[src/rtl/draw_square.sv]
// rtl/draw_square.sv - rasterises one square request into single-pixel VGA writes
module draw_square #(
    parameter int         SQUARE_W = 4,
    parameter int         SQUARE_H = 4,
    parameter logic [6:0] ROW_Y    = 7'd60,
    parameter logic [7:0] X_MAX    = 8'd159
) (
    input  logic       clock,
    input  logic       reset,
    input  logic       start,
    input  logic [7:0] square_x,
    input  logic [2:0] colour,
    output logic       ready,
    output logic [7:0] vga_x,
    output logic [6:0] vga_y,
    output logic [2:0] vga_colour,
    output logic       plot,
    output logic       done
);

    typedef enum logic [1:0] {
        IDLE   = 2'd0,
        DRAW   = 2'd1,
        FINISH = 2'd2
    } state_t;

    localparam logic [2:0] DX_LAST = 3'(SQUARE_W - 1);
    localparam logic [2:0] DY_LAST = 3'(SQUARE_H - 1);

    state_t     state_q, state_d;
    logic [7:0] x_lat_q, x_lat_d;
    logic [2:0] colour_lat_q, colour_lat_d;
    logic [2:0] dx_q, dx_d;
    logic [2:0] dy_q, dy_d;
    logic [7:0] vga_x_q, vga_x_d;
    logic [6:0] vga_y_q, vga_y_d;
    logic [2:0] vga_colour_q, vga_colour_d;
    logic       plot_q, plot_d;
    logic       done_q, done_d;

    logic       draw_en;
    logic [7:0] pix_base;
    logic [2:0] pix_col;
    logic [8:0] pix_sum;

    always_comb begin
        state_d      = state_q;
        x_lat_d      = x_lat_q;
        colour_lat_d = colour_lat_q;
        dx_d         = dx_q;
        dy_d         = dy_q;
        vga_x_d      = vga_x_q;
        vga_y_d      = vga_y_q;
        vga_colour_d = vga_colour_q;
        plot_d       = 1'b0;
        done_d       = 1'b0;
        draw_en      = 1'b0;
        pix_base     = x_lat_q;
        pix_col      = colour_lat_q;
        pix_sum      = 9'd0;

        case (state_q)
            IDLE: begin
                if (start) begin
                    // First pixel is registered on the accept edge so plot rises next cycle
                    state_d      = DRAW;
                    x_lat_d      = square_x;
                    colour_lat_d = colour;
                    dx_d         = 3'd0;
                    dy_d         = 3'd0;
                    draw_en      = 1'b1;
                    pix_base     = square_x;
                    pix_col      = colour;
                end
            end
            DRAW: begin
                if (dx_q == DX_LAST && dy_q == DY_LAST) begin
                    state_d = FINISH;
                    done_d  = 1'b1;
                end else begin
                    draw_en = 1'b1;
                    if (dx_q == DX_LAST) begin
                        dx_d = 3'd0;
                        dy_d = dy_q + 3'd1;
                    end else begin
                        dx_d = dx_q + 3'd1;
                    end
                end
            end
            FINISH: begin
                state_d = IDLE;
            end
            default: begin
                state_d = IDLE;
            end
        endcase

        if (draw_en) begin
            // 9-bit sum so columns past X_MAX are clipped rather than wrapped
            pix_sum      = {1'b0, pix_base} + {6'b0, dx_d};
            vga_x_d      = pix_sum[7:0];
            vga_y_d      = ROW_Y + {4'b0, dy_d};
            vga_colour_d = pix_col;
            plot_d       = (pix_sum <= {1'b0, X_MAX});
        end
    end

    always_ff @(posedge clock or posedge reset) begin
        if (reset) begin
            state_q      <= IDLE;
            x_lat_q      <= 8'd0;
            colour_lat_q <= 3'd0;
            dx_q         <= 3'd0;
            dy_q         <= 3'd0;
            vga_x_q      <= 8'd0;
            vga_y_q      <= 7'd0;
            vga_colour_q <= 3'd0;
            plot_q       <= 1'b0;
            done_q       <= 1'b0;
        end else begin
            state_q      <= state_d;
            x_lat_q      <= x_lat_d;
            colour_lat_q <= colour_lat_d;
            dx_q         <= dx_d;
            dy_q         <= dy_d;
            vga_x_q      <= vga_x_d;
            vga_y_q      <= vga_y_d;
            vga_colour_q <= vga_colour_d;
            plot_q       <= plot_d;
            done_q       <= done_d;
        end
    end

    assign ready      = (state_q == IDLE);
    assign vga_x      = vga_x_q;
    assign vga_y      = vga_y_q;
    assign vga_colour = vga_colour_q;
    assign plot       = plot_q;
    assign done       = done_q;

endmodule

[config.mk]
export PLATFORM = sky130hd
export DESIGN_NAME = draw_square
export DESIGN_NICKNAME = d
export VERILOG_FILES = /design/src/rtl/draw_square.sv
export SDC_FILE = /design/constraint.sdc
export NUM_CORES = 1
export LEC_CHECK = 0
export CAP_MARGIN = 20
export CORE_ASPECT_RATIO = 1.75
export CORE_MARGIN = 2
export CORE_UTILIZATION = 48
export DETAILED_ROUTE_END_ITERATION = 10
export PLACE_DENSITY = 0.85
export SKIP_CTS_REPAIR_TIMING = 1
export SLEW_MARGIN = 0
export SYNTH_ARGS = -nofsm -noshare
export SYNTH_HDL_FRONTEND = slang
export SYNTH_SLANG_ARGS = --single-unit
export TNS_END_PERCENT = 20
[constraint.sdc]
create_clock -name clock -period 3.65 [get_ports clock]
set_input_delay 0.365 -clock clock [delete_from_list [all_inputs] [get_ports clock]]
set_output_delay 0.365 -clock clock [all_outputs]
set_load 0.005 [all_outputs]
# After elaboration in Yosys (flattened, before gate mapping)

Index checks and enable logic that the tools add are counted.

Memories kept: 0
Word-level logic and storage cells: 44
Latch bits: 0
Output and inout port bits: 21
Bits in writable memories: 0
ROM bits: 0
Register bits: 39

Multiplexer cells: 21
Add/subtract/negate cells: 4
Equal/unequal tests: 5
Div/mod/pow operators: 0
$mul: 0
Bitwise operators: 0
Shift-type cells: 0
Reductions and logical operators: 3
Order comparisons: 1

Operators by type and width:

| kind                                                            | number |
|---|---|
| two-way mux 3 bit                                               | 8 |
| two-way mux 8 bit                                               | 2 |
| case mux 3 bit (2 select lines)                                 | 2 |
| adder 8 x 3 -> 9 bit                                            | 1 |
| less-or-equal comparator 9 x 8 -> 1 bit (second input constant) | 1 |
| adder 6 x 3 -> 7 bit (first input constant)                     | 1 |
| adder 3 x 1 -> 3 bit (second input constant)                    | 2 |
| == test 3 x 2 -> 1 bit (second input constant)                  | 2 |
| two-way mux 1 bit                                               | 5 |
| two-way mux 2 bit                                               | 2 |
| != test 2 bit (second input constant)                           | 2 |
| case mux 2 bit (2 select lines)                                 | 1 |
| == test 2 x 1 -> 1 bit (second input constant)                  | 1 |
| zero test 2 bit                                                 | 1 |
| case mux 1 bit (2 select lines)                                 | 1 |
| AND reduction 2 bit                                             | 1 |
| logical AND 1 bit                                               | 1 |

# Logic depth before layout (Yosys ltp)

Word-level depth: 7
Mapped depth: 13
Depth with buffers taken out: 12

# Worst setup path after synthesis

Ideal clock, no wire load.

Path type: reg-to-reg
From: register dy_q[0]
To: register vga_x_q[7] (netlist: vga_x[7])
Path slack: 939 ps
Library setup time: 125 ps
Arrival time: 2587 ps
Cell stages (with the launch flop): 13
Buffers on the path: 0
Cells stage by stage: dfrtp_1 > ha_1 > ha_1 > nand2_1 > and3b_1 > a31oi_1 > o21ai_0 > ha_1 > a21o_1 > a21oi_1 > nor3_2 > xnor2_1 > mux2_2

Longest elaborated chain between the ends: 5
Elaborated cells between the ends (all ways): 7
Those cells by class: 1 x add/sub; 1 x eq/ne; 4 x mux; 1 x reduce/logical

RTL lines:

| what                            | RTL line | source |
|---|---|---|
| start, declared                 | 34       | `logic [2:0] dy_q, dy_d;` |
| start signal, assigned          | 125      | `dy_q <= dy_d;` |
| == test 3 x 2 -> 1 bit          | 77       | `if (dx_q == DX_LAST && dy_q == DY_LAST) begin` |
| logical AND 1 bit               | 77       |  |
| two-way mux 3 bit               | 77       |  |
| case mux 3 bit (2 select lines) | 62       | `case (state_q)` |
| via dx_d[1]                     | 33       | `logic [2:0] dx_q, dx_d;` |
| adder 8 x 3 -> 9 bit            | 100      | `pix_sum = {1'b0, pix_base} + {6'b0, dx_d};` |
| end signal, assigned            | 126      | `vga_x_q <= vga_x_d;` |
| end, declared                   | 35       | `logic [7:0] vga_x_q, vga_x_d;` |

The timed path passes the listed nets, and every way through them passes these cells.
A chain may end at the register's enable or synchronous reset.

# Final worst setup path

From: register dx_q[0]
To: register vga_x_q[7] (netlist: vga_x[7])

Longest elaborated chain between the ends: 5
Elaborated cells between the ends (all ways): 10
Those cells by class: 2 x add/sub; 1 x eq/ne; 6 x mux; 1 x reduce/logical

RTL lines:

| what                                                           | RTL line   | source |
|---|---|---|
| start, declared                                                | 33         |  |
| start signal, assigned                                         | 113        | `dx_q <= 3'd0;` |
| start signal, assigned                                         | 124        | `dx_q <= dx_d;` |
| adder 3 x 1 -> 3 bit or == test 3 x 2 -> 1 bit (tied branches) | 86, 77, 82 |  |
| two-way mux 3 bit or logical AND 1 bit (tied branches)         | 82, 77     |  |
| two-way mux 3 bit (*)                                          | 77         |  |
| case mux 3 bit (2 select lines) (*)                            | 62         |  |
| via dx_d[1]                                                    | 33         |  |
| adder 8 x 3 -> 9 bit (*)                                       | 100        |  |

The timed path passes the listed nets; every way through them passes the cells marked *.

==> metrics.md <==
| Metric | Value |
|---|---|
| Footprint of the multi-input gates | `769 um2` |
| Largest net degree at the start of global routing | `27` |
| TritonCTS Buffers | `5` |
| Vias in the first global route | `1403` |
| Root buffer cell | `clkbuf_8` |
| VDD IR max | `592 uV` |
| Crit Path Category | `reg -> reg` |
| Net Sw Power | `0.672 mW` |
| Ys async rst share | `100%` |
| Post-DP HPWL | `2.62 mm` |
| TNS Setup | `0 ns` |
| Final setup vio count | `0` |
| Clock buffer depth | `2` |
| Mapped Cells | `171` |
| Main combinational cell family by area after synthesis | `simple AND/OR/NAND/NOR gates` |
| Routed Antenna Nets | `0` |
| GP Congestion | `0.865` |
| Syn nets | `192` |
| Via Count | `1338` |
| Layout cells sized above 1 | `11.5%` |
| Clock tree from TritonCTS | `built` |
| Critical Path AT | `3.17 ns` |
| First drt pass iteration count | `4` |
| Total GRT Usage | `18.8%` |
| Internal power | `1.25 mW` |
| Worst EP required | `3.83 ns` |
| Die width | `49.7 um` |
| Register area share after synthesis | `51.4%` |
| Max Cap Viol | `0` |
| Port-buffer cells | `34` |
| Die area | `4170 um2` |
| Starting Density | `49.3%` |
| Main synth FF type | `dfrtp_1` |
| Drt initial violations | `21` |
| FF-to-FF path depth | `12` |
| Seq. cell area | `901 um2` |
| Layout area overhead | `28.3%` |
| Startpoint Class | `register` |
| Placeable Area | `3560 um2` |
| Adder-cell share of the synthesized area | `5.43%` |
| Crit path to | `vga_x[7]` |
| Reg-to-reg slack, setup | `0.67 ns` |
| Initial antenna violation count | `0` |
| Post-synth top area share | `51.4%` |
| Drt total wl | `3.57 mm` |
| Die Y | `83.9 um` |
| Xor/xnor share of the synthesized area | `2.50%` |
| Post-synth EDFFs | `0` |
| Avg WL per Cell | `14.1 um` |
| Final Hold Violating Endpoints | `0` |
| Top cell types by occurrence after synthesis | `37 x nand2_1, 36 x dfrtp_1, 17 x nor2_1` |
| Syn Area/Cell | `10.2 um2` |
| Fin crit share | `81.8%` |
| Top-count cell post-synth | `nand2_1` |
| Cell taking the most area after synthesis | `dfrtp_1` |
| DR DRC count | `0` |
| Power density cells | `854 nW/um2` |
| Kind of end point of the critical path | `register` |
| Switching share of total power | `35.0%` |
| Post-synthesis mux area share | `8.21%` |
| Unique cell type count in the Yosys netlist | `37` |
| Setup Skew | `0.00715 ns` |
| Diodes inserted | `0` |
| Reg clk slew, reported paths | `0.07 ns` |
| Vias per cell | `5.27` |
| Yosys reg bits | `36` |
| Worst-path maximum fanout | `4` |
| Leakage power | `1.04 nW` |
| Htree depth | `2` |
| Fmax | `335 MHz` |
| Final Max Slew Viols | `0` |
| Largest cells by area after synthesis | `dfrtp_1 51%, nand2_1 7.9%, mux2_2 4.5%` |
| Final net count | `228` |
| R2r endpoint | `vga_x[7]` |
| Tightest Hold Check Type | `in -> async` |
| Period minus WS final | `2.98 ns` |
| Netlist Area Pre-Place | `1750 um2` |
| Grt ovf | `0` |
| IO Pins | `35` |
| Synth Warn # | `0` |
| Compound-cell area share of the yosys netlist | `9.50%` |
| TritonCTS Sinks | `36` |
| Critical Path Source | `dx_q[0]` |
| Status | `finished clean` |
| WHS | `0.411 ns` |
| Fillers | `325` |
| Tightest Pin Transition | `0.574 ns` |
| Worst R2R Start | `dx_q[0]` |
| Worst skew pair latency | `0.30 ns` |
| # rows | `29` |
| Post-Synth Simple-Gate Area | `18.3%` |
| Global-route wire length before repair | `5.81 mm` |
| Sequential power share | `35.5%` |
| Slew HR | `60.7%` |
| Combinational cell fraction of total power | `46.0%` |
| Clock power frac | `18.5%` |
| RSZ-0062 raised after global routing | `no` |
[registers in the layout, indices dropped and copies added (netlist names)]
signal / count
x_lat_q: 8
plot: 1
colour_lat_q: 3
vga_y: 4
dy_q: 3
state_q: 2
dx_q: 3
vga_colour: 3
vga_x: 8
done: 1
[power by group through the flow]
stage	combinational [mW]	sequential, mW	clock [mW]
after global routing	0.988	0.705	0.378
after detailed placement	0.889	0.692	0
after floorplan	0.573	0.669	0
final	0.883	0.681	0.354
after global placement	0.860	0.684	0
after CTS	0.893	0.684	0.363
[final cells by class]
class	count	area share (%)
repair buffers	38	16.8
flip-flops and latches	36	40.1
clock inverters	3	2.06
multi-input cells	119	34.2
inverters	7	1.17
well taps	46	2.56
clock buffers	5	3.06
[routing by layer]
metal	global-route usage [%]	part of all wire [%]
met1	18.0	38
met5	0	0
met3	3.76	2.9
met2	33.6	55
met4	14.4	4.0
[per-stage QoR]
step	power (mW)	setup WS, ns	util [%]	instances	instance area (um2)
2_1_floorplan	1.24	0.939	-	171	1750
3_3_place_gp	1.54	0.671	59.5	245	2120
3_5_place_dp	1.58	0.602	59.5	245	2120
4_1_cts	1.94	0.647	62.8	253	2230
5_1_grt	2.07	0.414	63.2	254	2250
6_report	1.92	0.665	63.2	254	2250
[placed cells by master (no fill, tap or decap), types with 2 or more instances in the layout]
| cell type | n |
|---|---|
| mux2i_1 | 5 |
| xnor2_1 | 5 |
| o21ai_0 | 4 |
| a21o_1 | 3 |
| mux2_2 | 7 |
| nor2_1 | 17 |
| nand3_1 | 4 |
| nand4_1 | 3 |
| a31oi_1 | 2 |
| clkbuf_8 | 5 |
| nand2_1 | 37 |
| inv_1 | 7 |
| clkdlybuf4s50_1 | 34 |
| a21oi_1 | 5 |
| dfrtp_1 | 36 |
| o31ai_1 | 2 |
| buf_4 | 3 |
| o2111ai_1 | 2 |
| ha_1 | 6 |
[worst min-delay path by stage]
stage,start,to,slack [ns]
global route,reset,dx_q[1],0.47
CTS,colour_lat_q[2],colour_lat_q[2],0.48
finish,reset,dx_q[1],0.41
global placement,colour_lat_q[2],colour_lat_q[2],0.45
floorplan,colour_lat_q[0],colour_lat_q[0],0.44
detailed placement,colour_lat_q[2],colour_lat_q[2],0.46
[logic make-up (layout without fill, tap and decap cells)]
logic type / Yosys count / in the layout
xor gates and xnor gates: 5 / 5
muxes: 13 / 13
adders and majority gates: 7 / 7
AOI/OAI and AO/OA: 25 / 25
and+or+nand+nor: 69 / 69
buffers and inverters: 16 / 53
DFF: 36 / 36
[worst max-delay path, stage by stage (launching register included)]
cell	delay (ns)
dfrtp_1	0.39
ha_1	0.18
nor2b_1	0.28
nand2_1	0.17
and3b_1	0.20
a31oi_1	0.13
o21ai_0	0.18
ha_1	0.36
a21o_1	0.16
a21oi_1	0.31
nor3_2	0.08
xnor2_1	0.16
mux2_2	0.27
(Power assumes the default switching activity.)
